**config.mk**
```make
export PLATFORM = sky130hd
export DESIGN_NAME = colocar_bombas_param
export DESIGN_NICKNAME = d
export VERILOG_FILES = /design/src/rtl/buscaminas_pkg.sv /design/src/rtl/detector_flanco.sv /design/src/rtl/colocar_bombas_param.sv
export SDC_FILE = /design/constraint.sdc
export NUM_CORES = 1
export LEC_CHECK = 0
export BUFFER_PORTS_ARGS = -buffer_cell sky130_fd_sc_hd__buf_4
export CAP_MARGIN = 5
export CORE_MARGIN = 3
export CORE_UTILIZATION = 30
export CTS_CLUSTER_DIAMETER = 40
export DETAILED_ROUTE_END_ITERATION = 16
export MAX_ROUTING_LAYER = met4
export PLACE_DENSITY = 0.53
export SETUP_SLACK_MARGIN = 0.2
export SLEW_MARGIN = 20
export SYNTH_ARGS = -nofsm -noshare
export SYNTH_HDL_FRONTEND = slang
export SYNTH_HIERARCHICAL = 1
export SYNTH_SLANG_ARGS = --single-unit
export TNS_END_PERCENT = 10
```
**constraint.sdc**
```tcl
create_clock -name clk -period 3.1 [get_ports clk]
set_input_delay 0.62 -clock clk [delete_from_list [all_inputs] [get_ports clk]]
set_output_delay 0.62 -clock clk [all_outputs]
set_load 0.005 [all_outputs]
```
**src/rtl/buscaminas_pkg.sv**
```systemverilog
// Shared types and constants for the minesweeper game blocks.
package buscaminas_pkg;

  localparam int unsigned FILAS_DEF      = 8;
  localparam int unsigned COLS_DEF       = 8;
  localparam int unsigned MAX_BOMBAS_DEF = 10;
  localparam int unsigned LFSR_W         = 16;

  // Feedback taps 16,14,13,11 (bits 15,13,12,10) of a maximal-length Fibonacci LFSR
  localparam logic [LFSR_W-1:0] LFSR_TAPS = 16'hB400;

  typedef enum logic [1:0] {
    ESPERA    = 2'd0,
    ALEATORIO = 2'd1,
    HECHO     = 2'd2
  } estado_t;

  // One LFSR step: shift left, feedback enters at bit 0
  function automatic logic [LFSR_W-1:0] lfsr_siguiente(input logic [LFSR_W-1:0] s);
    return {s[LFSR_W-2:0], ^(s & LFSR_TAPS)};
  endfunction

endpackage

```
**src/rtl/detector_flanco.sv**
```systemverilog
// Push-button synchroniser with rising-edge detection.
// After reset the button must be seen released before any edge counts,
// so a button held through reset never produces an action.
module detector_flanco (
  input  logic clk,
  input  logic rst_n,
  input  logic boton_i,
  output logic pulso_c_o
);

  logic sinc1_q, sinc2_q, previo_q, muestreado_q, armado_q;

  // Two-flop synchroniser, edge register and release-arming flops
  always_ff @(posedge clk or negedge rst_n) begin
    if (!rst_n) begin
      sinc1_q      <= 1'b0;
      sinc2_q      <= 1'b0;
      previo_q     <= 1'b0;
      muestreado_q <= 1'b0;
      armado_q     <= 1'b0;
    end else begin
      sinc1_q      <= boton_i;
      sinc2_q      <= sinc1_q;
      previo_q     <= sinc2_q;
      muestreado_q <= 1'b1;
      armado_q     <= armado_q | (muestreado_q & ~sinc1_q);
    end
  end

  // Single-cycle pulse on a synchronised rising edge
  assign pulso_c_o = sinc2_q & ~previo_q & armado_q;

endmodule

```
**src/rtl/colocar_bombas_param.sv**
```systemverilog
// Bomb placement: manual place/remove via push-button and LFSR-driven random fill.
module colocar_bombas_param
  import buscaminas_pkg::*;
#(
  parameter int unsigned        FILAS        = FILAS_DEF,
  parameter int unsigned        COLS         = COLS_DEF,
  parameter int unsigned        MAX_BOMBAS   = MAX_BOMBAS_DEF,
  parameter logic [LFSR_W-1:0]  LFSR_SEMILLA = 16'hACE1
) (
  input  logic                                clk,
  input  logic                                rst_n,
  input  logic [$clog2(FILAS)-1:0]            fila,
  input  logic [$clog2(COLS)-1:0]             col,
  input  logic                                button_bomba,
  input  logic                                modo_quitar,
  input  logic                                inicio_aleatorio,
  input  logic [$clog2(MAX_BOMBAS+1)-1:0]     num_bombas,
  output logic [FILAS-1:0][COLS-1:0]          matriz_salida,
  output logic [$clog2(FILAS*COLS+1)-1:0]     cuenta_bombas,
  output logic                                ocupado,
  output logic                                duplicado,
  output logic                                lleno
);

  localparam int unsigned FW = $clog2(FILAS);
  localparam int unsigned CW = $clog2(COLS);
  localparam int unsigned NW = $clog2(MAX_BOMBAS + 1);
  localparam int unsigned KW = $clog2(FILAS * COLS + 1);

  estado_t                  estado_q, estado_d;
  logic [FILAS-1:0][COLS-1:0] matriz_q, matriz_d;
  logic [KW-1:0]            cuenta_q, cuenta_d;
  logic [NW-1:0]            objetivo_q, objetivo_d;
  logic                     dup_q, dup_d;
  logic                     lleno_q, lleno_d;
  logic                     ocupado_q, ocupado_d;
  logic [LFSR_W-1:0]        lfsr_q;
  logic                     inicio_prev_q;

  logic                     pulso_boton_c;
  logic                     ini_flanco_c;
  logic                     accion_manual_c;
  logic                     manual_en_rango_c;
  logic [FW-1:0]            cand_fila_c;
  logic [CW-1:0]            cand_col_c;
  logic                     cand_valida_c;
  logic                     objetivo_alcanzado_c;

  detector_flanco u_det_boton (
    .clk       (clk),
    .rst_n     (rst_n),
    .boton_i   (button_bomba),
    .pulso_c_o (pulso_boton_c)
  );

  // Event decoding shared by the FSM and the datapath
  always_comb begin
    ini_flanco_c         = inicio_aleatorio & ~inicio_prev_q & (estado_q == ESPERA);
    accion_manual_c      = pulso_boton_c & ~ini_flanco_c & (estado_q != ALEATORIO);
    manual_en_rango_c    = (32'(fila) < FILAS) && (32'(col) < COLS);
    cand_fila_c          = lfsr_q[FW-1:0];
    cand_col_c           = lfsr_q[FW+CW-1:FW];
    cand_valida_c        = (32'(cand_fila_c) < FILAS) && (32'(cand_col_c) < COLS);
    objetivo_alcanzado_c = (cuenta_q == KW'(objetivo_q));
  end

  // FSM state register
  always_ff @(posedge clk or negedge rst_n) begin
    if (!rst_n) estado_q <= ESPERA;
    else        estado_q <= estado_d;
  end

  // FSM next-state logic
  always_comb begin
    estado_d = estado_q;
    unique case (estado_q)
      ESPERA:    if (ini_flanco_c) estado_d = ALEATORIO;
      ALEATORIO: if (objetivo_alcanzado_c) estado_d = HECHO;
      HECHO:     estado_d = ESPERA;
      default:   estado_d = ESPERA;
    endcase
  end

  // FSM outputs and bomb-map datapath next values
  always_comb begin
    matriz_d   = matriz_q;
    cuenta_d   = cuenta_q;
    objetivo_d = objetivo_q;
    dup_d      = 1'b0;
    if (ini_flanco_c) begin
      matriz_d   = '0;
      cuenta_d   = '0;
      objetivo_d = (num_bombas > NW'(MAX_BOMBAS)) ? NW'(MAX_BOMBAS) : num_bombas;
    end else if (estado_q == ALEATORIO) begin
      if (!objetivo_alcanzado_c && cand_valida_c && !matriz_q[cand_fila_c][cand_col_c]) begin
        matriz_d[cand_fila_c][cand_col_c] = 1'b1;
        cuenta_d = cuenta_q + KW'(1);
      end
    end else if (accion_manual_c && manual_en_rango_c) begin
      if (!modo_quitar) begin
        // A full board swallows place requests silently
        if (!lleno_q) begin
          if (matriz_q[fila][col]) begin
            dup_d = 1'b1;
          end else begin
            matriz_d[fila][col] = 1'b1;
            cuenta_d = cuenta_q + KW'(1);
          end
        end
      end else begin
        if (matriz_q[fila][col]) begin
          matriz_d[fila][col] = 1'b0;
          cuenta_d = cuenta_q - KW'(1);
        end else begin
          dup_d = 1'b1;
        end
      end
    end
    lleno_d   = (cuenta_d == KW'(MAX_BOMBAS));
    ocupado_d = (estado_d == ALEATORIO);
  end

  // Datapath and registered outputs
  always_ff @(posedge clk or negedge rst_n) begin
    if (!rst_n) begin
      matriz_q   <= '0;
      cuenta_q   <= '0;
      objetivo_q <= '0;
      dup_q      <= 1'b0;
      lleno_q    <= 1'b0;
      ocupado_q  <= 1'b0;
    end else begin
      matriz_q   <= matriz_d;
      cuenta_q   <= cuenta_d;
      objetivo_q <= objetivo_d;
      dup_q      <= dup_d;
      lleno_q    <= lleno_d;
      ocupado_q  <= ocupado_d;
    end
  end

  // Free-running LFSR and random-start edge register
  always_ff @(posedge clk or negedge rst_n) begin
    if (!rst_n) begin
      lfsr_q        <= LFSR_SEMILLA;
      inicio_prev_q <= 1'b0;
    end else begin
      lfsr_q        <= lfsr_siguiente(lfsr_q);
      inicio_prev_q <= inicio_aleatorio;
    end
  end

  assign matriz_salida = matriz_q;
  assign cuenta_bombas = cuenta_q;
  assign ocupado       = ocupado_q;
  assign duplicado     = dup_q;
  assign lleno         = lleno_q;

endmodule

```
==> results.json, run 1 <==
{
  "status": "finished with violations",
  "violations": "setup timing",
  "cts-buffers-inserted": 9,
  "drtIter0Drc": 958,
  "wirelength_um": 35100,
  "synthFlopType": "dfrtp_1",
  "antenna_found_initial": 0,
  "path_class": "flip-flop to flip-flop",
  "setup_viol": 1,
  "ys_seq_elements": 102,
  "place_area_sq_um": 9470,
  "static-leakage-power_nw": 4.29,
  "crit_path_start_kind": "flip-flop",
  "worstSkewPairLatency_ns": 0.37,
  "p_per_area_nw_per_um2": 918,
  "synth.avg_cell_area_sq_um": 8.18,
  "synthArstFlopShare_pct": 100,
  "skew_ns": 0.0129,
  "met1_length_um": 15500,
  "p_sw_share_pct": 44.4,
  "period_share_pct": 101,
  "drive_gt1_share_pct": 33.9,
  "rsz0062_at_grt": "yes",
  "hold_path.class": "input port to async pin",
  "grt_pass1_vias": 8078,
  "dieArea_sq_um": 27700,
  "pwr-share-clk_pct": 12.6,
  "via_per_inst": 6.13,
  "yosysWarnings": 6,
  "cts.htree.levels": 3,
  "fmax_mhz": 319,
  "cts_tree": "built",
  "grt_max_degree": 60,
  "max_slew_margin_pct": 41.9,
  "num_vias": 8746,
  "nets": 1109,
  "syn_nets": 961,
  "finalMaxSlewViolations": 0,
  "boundaryPins": 89,
  "synth_cells": 944,
  "area_growth_pct": 36.8,
  "drc": 0,
  "dpl.hpwl_um": 23800,
  "die_y_um": 166,
  "internal_power_mw": 5.39,
  "end_kind": "flip-flop",
  "io_buffer_count": 88,
  "finalHoldViolCount": 0,
  "num_antenna_cells": 0,
  "gp_congestion": 0.984,
  "dr_wl_met3_um": 2590,
  "overflow": 0,
  "seqPwrFrac_pct": 26.5,
  "rows": 58,
  "gr-usage-all-layers_pct": 24.3,
  "wl_per_cell_um": 24.6,
  "grt_pass1_wl_um": 51400,
  "worstPathMaxFanout": 7,
  "tightestPinTransition_ns": 0.868,
  "mostFrequentLayoutCell": "buf_4",
  "ant_nets": 0,
  "cts.sinks": 102,
  "power.switching_mw": 4.31,
  "layout_min_cycle_time_ns": 3.13,
  "num-fill-cells": 2589,
  "maxCapViolations": 0,
  "cts-root-buf": "clkbuf_16",
  "finalPower_mw": 9.70,
  "design_area_sq_um": 10600,
  "comb_power_share_pct": 60.9,
  "clockBufferDepth": 2,
  "met2_length_um": 15900,
  "clkSlewWorstSetupHoldPaths_ns": 0.08,
  "final.setup.worst_slack_ns": -0.0341,
  "yosysUniqueCellTypes": 73,
  "syn_area_sq_um": 7720,
  "final_cell_mix": "220 x buf_4, 134 x a21oi_1, 93 x dfrtp_1",
  "vdd_drop_max_uv": 418,
  "required_ns": 3.38,
  "coreArea_sq_um": 25300,
  "start_util_pct": 30.6,
  "setup_tns_ns": -0.0341,
  "routed.top_layer": "met4",
  "yosysSeqAreaShare_pct": 33.2,
  "post-place-ws_ns": -0.277,
  "firstDrtPassIters": 5,
  "synth_edf_count": 0,
  "die_w_um": 166,
  "reg2reg_depth": 10,
  "crit_arrival_ns": 3.41
}
[power groups by stage]
stage                     clock [mW]  combinational (mW)  sequential (mW)
after global routing            1.30                6.36             2.60
final                           1.22                5.91             2.57
after CTS                       1.26                5.21             2.52
after global placement             0                5.09             2.55
after floorplan                    0                2.57             2.45
after detailed placement           0                5.10             2.54
[per-layer routing]
| layer | vias up | track usage, % |
|---|---|---|
| li1 | 3864 | - |
| met1 | 4307 | 33.8 |
| met2 | 495 | 36.6 |
| met3 | 80 | 2.97 |
| met4 | 0 | 9.04 |
| met5 | - | - |
[kinds of logic (layout without fill, tap and decap cells)]
group | count (synthesis) | in the layout | share of synthesized area, %
AND/OR/NAND/NOR | 216 | 216 | 14.4
AO/OA/AOI/OAI | 435 | 435 | 35.2
XOR/XNOR | 8 | 8 | 0.907
adder cells (fa/ha/maj) | 2 | 2 | 0.324
multiplexers | 64 | 64 | 8.75
flip-flops | 102 | 102 | 33.2
other | 1 | 1 | 0.0486
buffers and inverters | 116 | 269 | 7.16
[what timing repair did]
action	in CTS	in global routing
endpoints found under the setup margin	72	71
buffers inserted	1	8
hold buffers	0	0
pin swaps	3	11
cloned	1	7
resized for setup	15	91
[synth_stat cells (8+ instances only)]
cell       instances  area [sq um]
buf_6              9           101
a2bb2oi_1         49           429
o22a_1            15           131
and3_1            10          62.6
nand3_1           24           120
clkbuf_1          78           293
and2_1             9          56.3
buf_2             12          60.1
nand2_1           45           169
a31oi_1           70           438
dfstp_2            8           210
a22oi_1           23           173
o21ai_0           67           335
inv_1              8          30.0
nor2_1            66           248
a21oi_1          171           856
dfrtp_1           94          2350
nor3_1            11          55.1
mux2i_1           54           541
[metrics by stage]
step	hold WS [ns]	instances	util (%)
2_1_floorplan	0.324	944	-
3_3_place_gp	0.337	1394	37.5
3_5_place_dp	0.343	1394	37.5
4_1_cts	0.291	1412	39.1
5_1_grt	0.321	1427	41.8
6_report	0.271	1427	41.8
[worst paths after layout]
check	from	endpoint	slack (ns)
max in group asynchronous	rst_n	lfsr_q[10]	2.02
setup reg to reg	lfsr_q[0]	lleno	-0.03
hold reg to reg	lfsr_q[14]	lfsr_q[15]	0.34
hold / removal	rst_n	matriz_salida[55]	0.27
min in group clk	lfsr_q[14]	lfsr_q[15]	0.34
setup / recovery	lfsr_q[0]	lleno	-0.03
[sequential cells by signal, indices dropped and copies added, names as in the netlist]
name,flops
u_det_boton/sinc1_q,1
duplicado,1
u_det_boton/previo_q,1
cuenta_bombas,7
matriz_salida,64
estado_q,2
inicio_prev_q,1
u_det_boton/sinc2_q,1
ocupado,1
u_det_boton/muestreado_q,1
u_det_boton/armado_q,1
lleno,1
lfsr_q,16
objetivo_q,4
[worst max-delay path, stage by stage, from the launching register on]
cell and delay, ns:
dfstp_2 0.64, mux4_2 0.53, nand3_1 0.09, o211ai_1 0.12
a211o_1 0.33, buf_6 0.15, or4_4 0.42, o31a_1 0.27
o2bb2ai_2 0.12, o311a_1 0.14, nor4_2 0.25
[final cells by class]
class,count,area (sq um),share of cell area [%]
clock inverter,7,81.3,0.770
inverter,8,30.0,0.284
clock buffer,9,225,2.13
multi-input combinational,726,5110,48.4
tap,330,413,3.91
sequential,102,2560,24.3
timing repair buffer,245,2140,20.3
Note: power is estimated with default switching activity, not from simulation.
==> run 2: changes to the inputs <==
- ABC_AREA: not set -> 1
- CORE_MARGIN: 3 -> 2
- GPL_ROUTABILITY_DRIVEN: not set -> 0
- PLACE_DENSITY: 0.53 -> 0.52
==> results.json, run 2 <==
{
  "synth_edf_count": 0,
  "final_cell_mix": "339 x nand2_1, 164 x a21oi_1, 148 x o21ai_0",
  "drive_gt1_share_pct": 16.5,
  "worstPathMaxFanout": 33,
  "setup_tns_ns": 0,
  "num_antenna_cells": 0,
  "post-place-ws_ns": 0.147,
  "via_per_inst": 5.37,
  "io_buffer_count": 88,
  "yosysSeqAreaShare_pct": 32.4,
  "syn_nets": 1245,
  "synthFlopType": "dfrtp_1",
  "path_class": "flip-flop to flip-flop",
  "r2r-start": "lfsr_q[0]",
  "synth.avg_cell_area_sq_um": 6.44,
  "rrSetupSlack_ns": 0.44,
  "period_share_pct": 85.8,
  "grt_pass1_vias": 7959,
  "cts.sinks": 102,
  "maxCapViolations": 0,
  "critPathLaunch": "lfsr_q[0]",
  "reg2reg_depth": 17,
  "nets": 1314,
  "hold_path.class": "input port to async pin",
  "num_vias": 8788,
  "clockBufferDepth": 2,
  "cts_tree": "built",
  "hold_slack_ns": 0.258,
  "grt_max_degree": 70,
  "cts-buffers-inserted": 9,
  "gr-usage-all-layers_pct": 22.1,
  "p_per_area_nw_per_um2": 937,
  "final.setup.worst_slack_ns": 0.441,
  "synth_area_leaders": "dfrtp_1 30%, nand2_1 16%, a21oi_1 10%",
  "crit_path_end": "lleno",
  "die_w_um": 166,
  "max_slew_margin_pct": 29.8,
  "wirelength_um": 30200,
  "end_kind": "flip-flop",
  "required_ns": 3.40,
  "largest_reg_flops": 64,
  "layout_min_cycle_time_ns": 2.66,
  "wl_per_cell_um": 18.5,
  "synth_top_area_share_pct": 29.7,
  "ys_seq_elements": 102,
  "cts-root-buf": "clkbuf_16",
  "cts.htree.levels": 3,
  "fmax_mhz": 376,
  "dpl.hpwl_um": 20800,
  "dieArea_sq_um": 27700,
  "synth_cells": 1228,
  "firstDrtPassIters": 5,
  "finalMaxSlewViolations": 0,
  "clkSlewWorstSetupHoldPaths_ns": 0.08,
  "boundaryPins": 89,
  "status": "finished, final reports clean",
  "rsz0062_at_grt": "no",
  "vdd_drop_max_uv": 353,
  "drc": 0,
  "drtIter0Drc": 937,
  "antenna_found_initial": 0,
  "rows": 59,
  "synthTopCellsByCount": "341 x nand2_1, 165 x a21oi_1, 148 x o21ai_0",
  "synthArstFlopShare_pct": 100,
  "synth_top_area_cell": "dfrtp_1",
  "overflow": 0,
  "worstSkewPairLatency_ns": 0.37,
  "tightestPinTransition_ns": 1.05,
  "grt_pass1_wl_um": 47200,
  "crit_path_start_kind": "flip-flop",
  "static-leakage-power_nw": 4.36,
  "die_y_um": 166,
  "coreArea_sq_um": 26000,
  "finalPower_mw": 8.85,
  "yosysWarnings": 6,
  "dp_cells": 1616,
  "reg2reg_to": "lleno",
  "finalHoldViolCount": 0,
  "hold_buffers": 0,
  "synth.most_common_cell": "nand2_1",
  "mostFrequentLayoutCell": "nand2_1",
  "syn_area_sq_um": 7910,
  "ant_nets": 0,
  "area_growth_pct": 19.3,
  "skew_ns": 0.00792,
  "setup_viol": 0,
  "yosysUniqueCellTypes": 37,
  "finalNonFillerCells": 1637,
  "start_util_pct": 30.4,
  "crit_arrival_ns": 2.96
}
==> run 2: cell types whose count changed in the layout (fill, tap and decap cells not counted), moves of 26 or more <==
cell / change
nor2_1: -31
a2bb2oi_2: -26
buf_4: -78
o21ai_0: +82
mux2i_1: -54
inv_1: +94
nand2_1: +296
nand3_1: +33
a21oi_1: +30
a21oi_2: -28
==> run 2: layer usage <==
metal  share of wire (%)  wire, um  global-route usage (%)
met5                   0         0                       -
met4                 2.4       722                    6.33
met3                 7.6      2310                    3.24
met2                  43     13100                    32.1
met1                  47     14100                    31.8
==> run 2: power breakdown <==
part / internal, mW / leakage, nW / switching, mW / total [mW]
Sequential: 1.84 / 1.26 / 0.776 / 2.62
Combinational: 2.14 / 2.96 / 2.92 / 5.06
Clock: 0.567 / 0.142 / 0.598 / 1.17
==> run 2: through the flow <==
stage / util, % / instance area, sq um
floorplan: - / 7910
global placement: 34.9 / 9060
detailed placement: 34.9 / 9060
CTS: 36.0 / 9350
global route: 36.3 / 9440
finish: 36.3 / 9440
==> run 2: layout make-up <==
type / count / area (sq um)
clock inverter: 7 / 67.6
sequential: 102 / 2560
multi-input combinational: 929 / 4560
inverter: 107 / 407
clock buffer: 9 / 225
fill: 2851 / 16500
timing repair buffer: 148 / 1200
tap: 335 / 419
==> run 2: how the worst min path moves through the flow <==
| stage | start | end | slack, ns | cells after the start |
|---|---|---|---|---|
| floorplan | rst_n | cuenta_bombas[0] | 0.32 | 0 |
| global placement | lfsr_q[14] | lfsr_q[15] | 0.34 | 0 |
| detailed placement | lfsr_q[6] | lfsr_q[7] | 0.35 | 0 |
| CTS | rst_n | ocupado | 0.27 | 1 |
| global route | rst_n | cuenta_bombas[4] | 0.28 | 1 |
| finish | rst_n | cuenta_bombas[4] | 0.26 | 1 |
==> run 2: logic make-up after synthesis <==
| group | after synthesis | share of synthesized area [%] |
|---|---|---|
| AOI/OAI and AO/OA | 431 | 29.2 |
| xor gates and xnor gates | 16 | 1.77 |
| buffers and inverters | 198 | 10.6 |
| other | 1 | 0.0474 |
| adders and majority gates | 2 | 0.316 |
| DFF | 102 | 32.4 |
| and+or+nand+nor | 478 | 25.7 |
==> run 2: repair_timing <==
item / 4_1_cts / 5_1_grt
setup buffers: 0 / 2
resized for setup: 0 / 4
endpoints found under the setup margin: 0 / 62
==> run 2: worst max-delay path, cell delays in order, from the launching register on <==
cell       delay [ns]
dfstp_2          0.43
clkbuf_16        0.22
o21ai_0          0.48
nand2_1          0.12
nand2_1          0.08
nand2_1          0.06
a21boi_0         0.22
nor2_1           0.09
nand3_1          0.12
buf_4            0.17
nand2_1          0.05
nand3_1          0.09
nand2_1          0.05
inv_1            0.06
nand2_1          0.06
nor2_1           0.12
nand2_1          0.07
nor2_1           0.08
==> run 3: changes to the inputs <==
- CORE_UTILIZATION: 30 -> 41
- PLACE_DENSITY: 0.52 -> 0.65
==> results.json, run 3 (synthesis gave the netlist of run 2 again) <==
{
  "status": "finished, final reports clean",
  "die_y_um": 143,
  "tightestPinTransition_ns": 0.817,
  "rows": 50,
  "reg2reg_depth": 15,
  "static-leakage-power_nw": 4.36,
  "cts-buffers-inserted": 9,
  "crit_path_frequent_cell": "nand2_1",
  "end_kind": "flip-flop",
  "wirelength_um": 28200,
  "wl_per_cell_um": 18.1,
  "dp_cells": 1540,
  "critPathTopFamily": "simple AND/OR/NAND/NOR gates",
  "path_cells": "buf_6 -> o21ai_0 -> nand2_1 -> nand2_1 -> nand2_1 -> nand2_1 -> nand2_1 -> nand2_1 -> nor2_1 -> nand3_2 -> nand2_2 -> nand2_4 -> clkbuf_16 -> nand2_1 -> o21ai_0",
  "cts_tree": "built",
  "dpl.hpwl_um": 18900,
  "worstPathMaxFanout": 32,
  "hold_path.class": "input port to async pin",
  "start_util_pct": 42.0,
  "cts.htree.levels": 3,
  "area_growth_pct": 18.1,
  "final_cell_mix": "339 x nand2_1, 165 x a21oi_1, 148 x o21ai_0",
  "skew_ns": 0.00626,
  "slowest_stage": "dfstp_4",
  "clockBufferDepth": 2,
  "dieArea_sq_um": 20400,
  "crit_arrival_ns": 2.91,
  "busiest_layer": "met2",
  "met1_usage_pct": 37.2,
  "vdd_drop_max_uv": 459,
  "finalNonFillerCells": 1559,
  "drtIter0Drc": 880,
  "largest_reg_flops": 64,
  "gr-usage-all-layers_pct": 28.4,
  "clkSlewWorstSetupHoldPaths_ns": 0.07,
  "rsz0062_at_grt": "no",
  "rrSetupSlack_ns": 0.44,
  "antenna_found_initial": 0,
  "setup_tns_ns": 0,
  "seqCellArea_sq_um": 2570,
  "via_per_inst": 5.74,
  "num_antenna_cells": 0,
  "multi_input_area_sq_um": 4550,
  "met2_usage_pct": 43.3,
  "overflow": 0,
  "drive_gt1_share_pct": 16.3,
  "required_ns": 3.35,
  "hold_buffers": 0,
  "finalHoldViolCount": 0,
  "cp_num_buf_inv": 2,
  "grt_pass1_wl_um": 43800,
  "num-fill-cells": 1967,
  "ant_nets": 0,
  "grt_max_degree": 142,
  "p_per_area_nw_per_um2": 946,
  "num_vias": 8950,
  "grt_pass1_vias": 7891,
  "die_w_um": 143,
  "r2r-start": "lfsr_q[0]",
  "cp.depth": 15,
  "path_class": "flip-flop to flip-flop",
  "finish.utilization_pct": 49.6,
  "cts.sinks": 102,
  "met3_usage_pct": 5.26,
  "cp_slowest_stage_delay_ns": 0.74,
  "worstSkewPairLatency_ns": 0.37,
  "drc": 0,
  "period_share_pct": 85.9,
  "boundaryPins": 89,
  "fmax_mhz": 376,
  "mostFrequentLayoutCell": "nand2_1",
  "nets": 1311,
  "firstDrtPassIters": 5,
  "maxCapViolations": 0,
  "cts-root-buf": "clkbuf_16",
  "finalMaxSlewViolations": 0,
  "setup_viol": 0,
  "layout_min_cycle_time_ns": 2.66,
  "crit_path_start_kind": "flip-flop",
  "coreArea_sq_um": 18800,
  "io_buffer_count": 88,
  "reg2reg_to": "matriz_salida[24]",
  "max_slew_margin_pct": 45.5
}
run 3: cell types whose count changed in the layout (fill, tap and decap cells not counted), sizes merged:
cell	change
clkinv	-1
buf	-2
inv	-1
nand2	-1
clkinvlp	+2
run 3: layout make-up:
class                      count  share of cell area (%)
multi-input combinational    928                    48.8
sequential                   102                    27.5
timing repair buffer         146                    12.9
inverter                     107                    4.35
tap                          260                    3.48
clock buffer                   9                    2.41
clock inverter                 7                   0.616
run 3: where the power goes:
part           leakage, nW  internal [mW]  switching [mW]  total, mW
Clock                0.129          0.553           0.566       1.12
Sequential            1.26           1.84           0.768       2.61
Combinational         2.97           2.20            2.90       5.11
Total                 4.36           4.60            4.24       8.84
run 3: how the worst max path moves through the flow:
| stage | from | end | slack [ns] |
|---|---|---|---|
| after floorplan | fila[0] | matriz_salida[11] | 0.51 |
| after global placement | fila[0] | matriz_salida[26] | 0.08 |
| after detailed placement | fila[0] | matriz_salida[26] | 0.06 |
| after CTS | lfsr_q[0] | matriz_salida[26] | 0.29 |
| after global routing | fila[0] | matriz_salida[58] | 0.21 |
| final | lfsr_q[0] | matriz_salida[24] | 0.44 |
run 3: worst reg2reg max path, cell delays in order, from the launching register on:
cell and delay, ns:
dfstp_4 0.74, buf_6 0.20, o21ai_0 0.16, nand2_1 0.10
nand2_1 0.05, nand2_1 0.05, nand2_1 0.06, nand2_1 0.06
nand2_1 0.05, nor2_1 0.16, nand3_2 0.20, nand2_2 0.15
nand2_4 0.15, clkbuf_16 0.25, nand2_1 0.09, o21ai_0 0.07
run 3: layer usage:
layer,share of wire (%),vias to the layer above,wire length (um)
met5,0,-,0
met4,4.1,0,1170
met3,8.8,86,2500
met2,46,482,13100
met1,41,4111,11400
li1,-,4271,-
run 3: timing repair:
action,CTS,global route
endpoints found under the setup margin,0,70
setup buffers,0,1
gates resized for setup,0,9
run 3: per-stage QoR:
step           hold WS (ns)  power [mW]  setup WS [ns]  area, sq um
2_1_floorplan         0.324        5.79          0.512         7910
3_3_place_gp          0.337        7.41         0.0799         8960
3_5_place_dp          0.341        7.49         0.0616         8960
4_1_cts               0.271        8.63          0.294         9240
5_1_grt               0.302        9.69          0.207         9340
6_report              0.259        8.84          0.438         9340
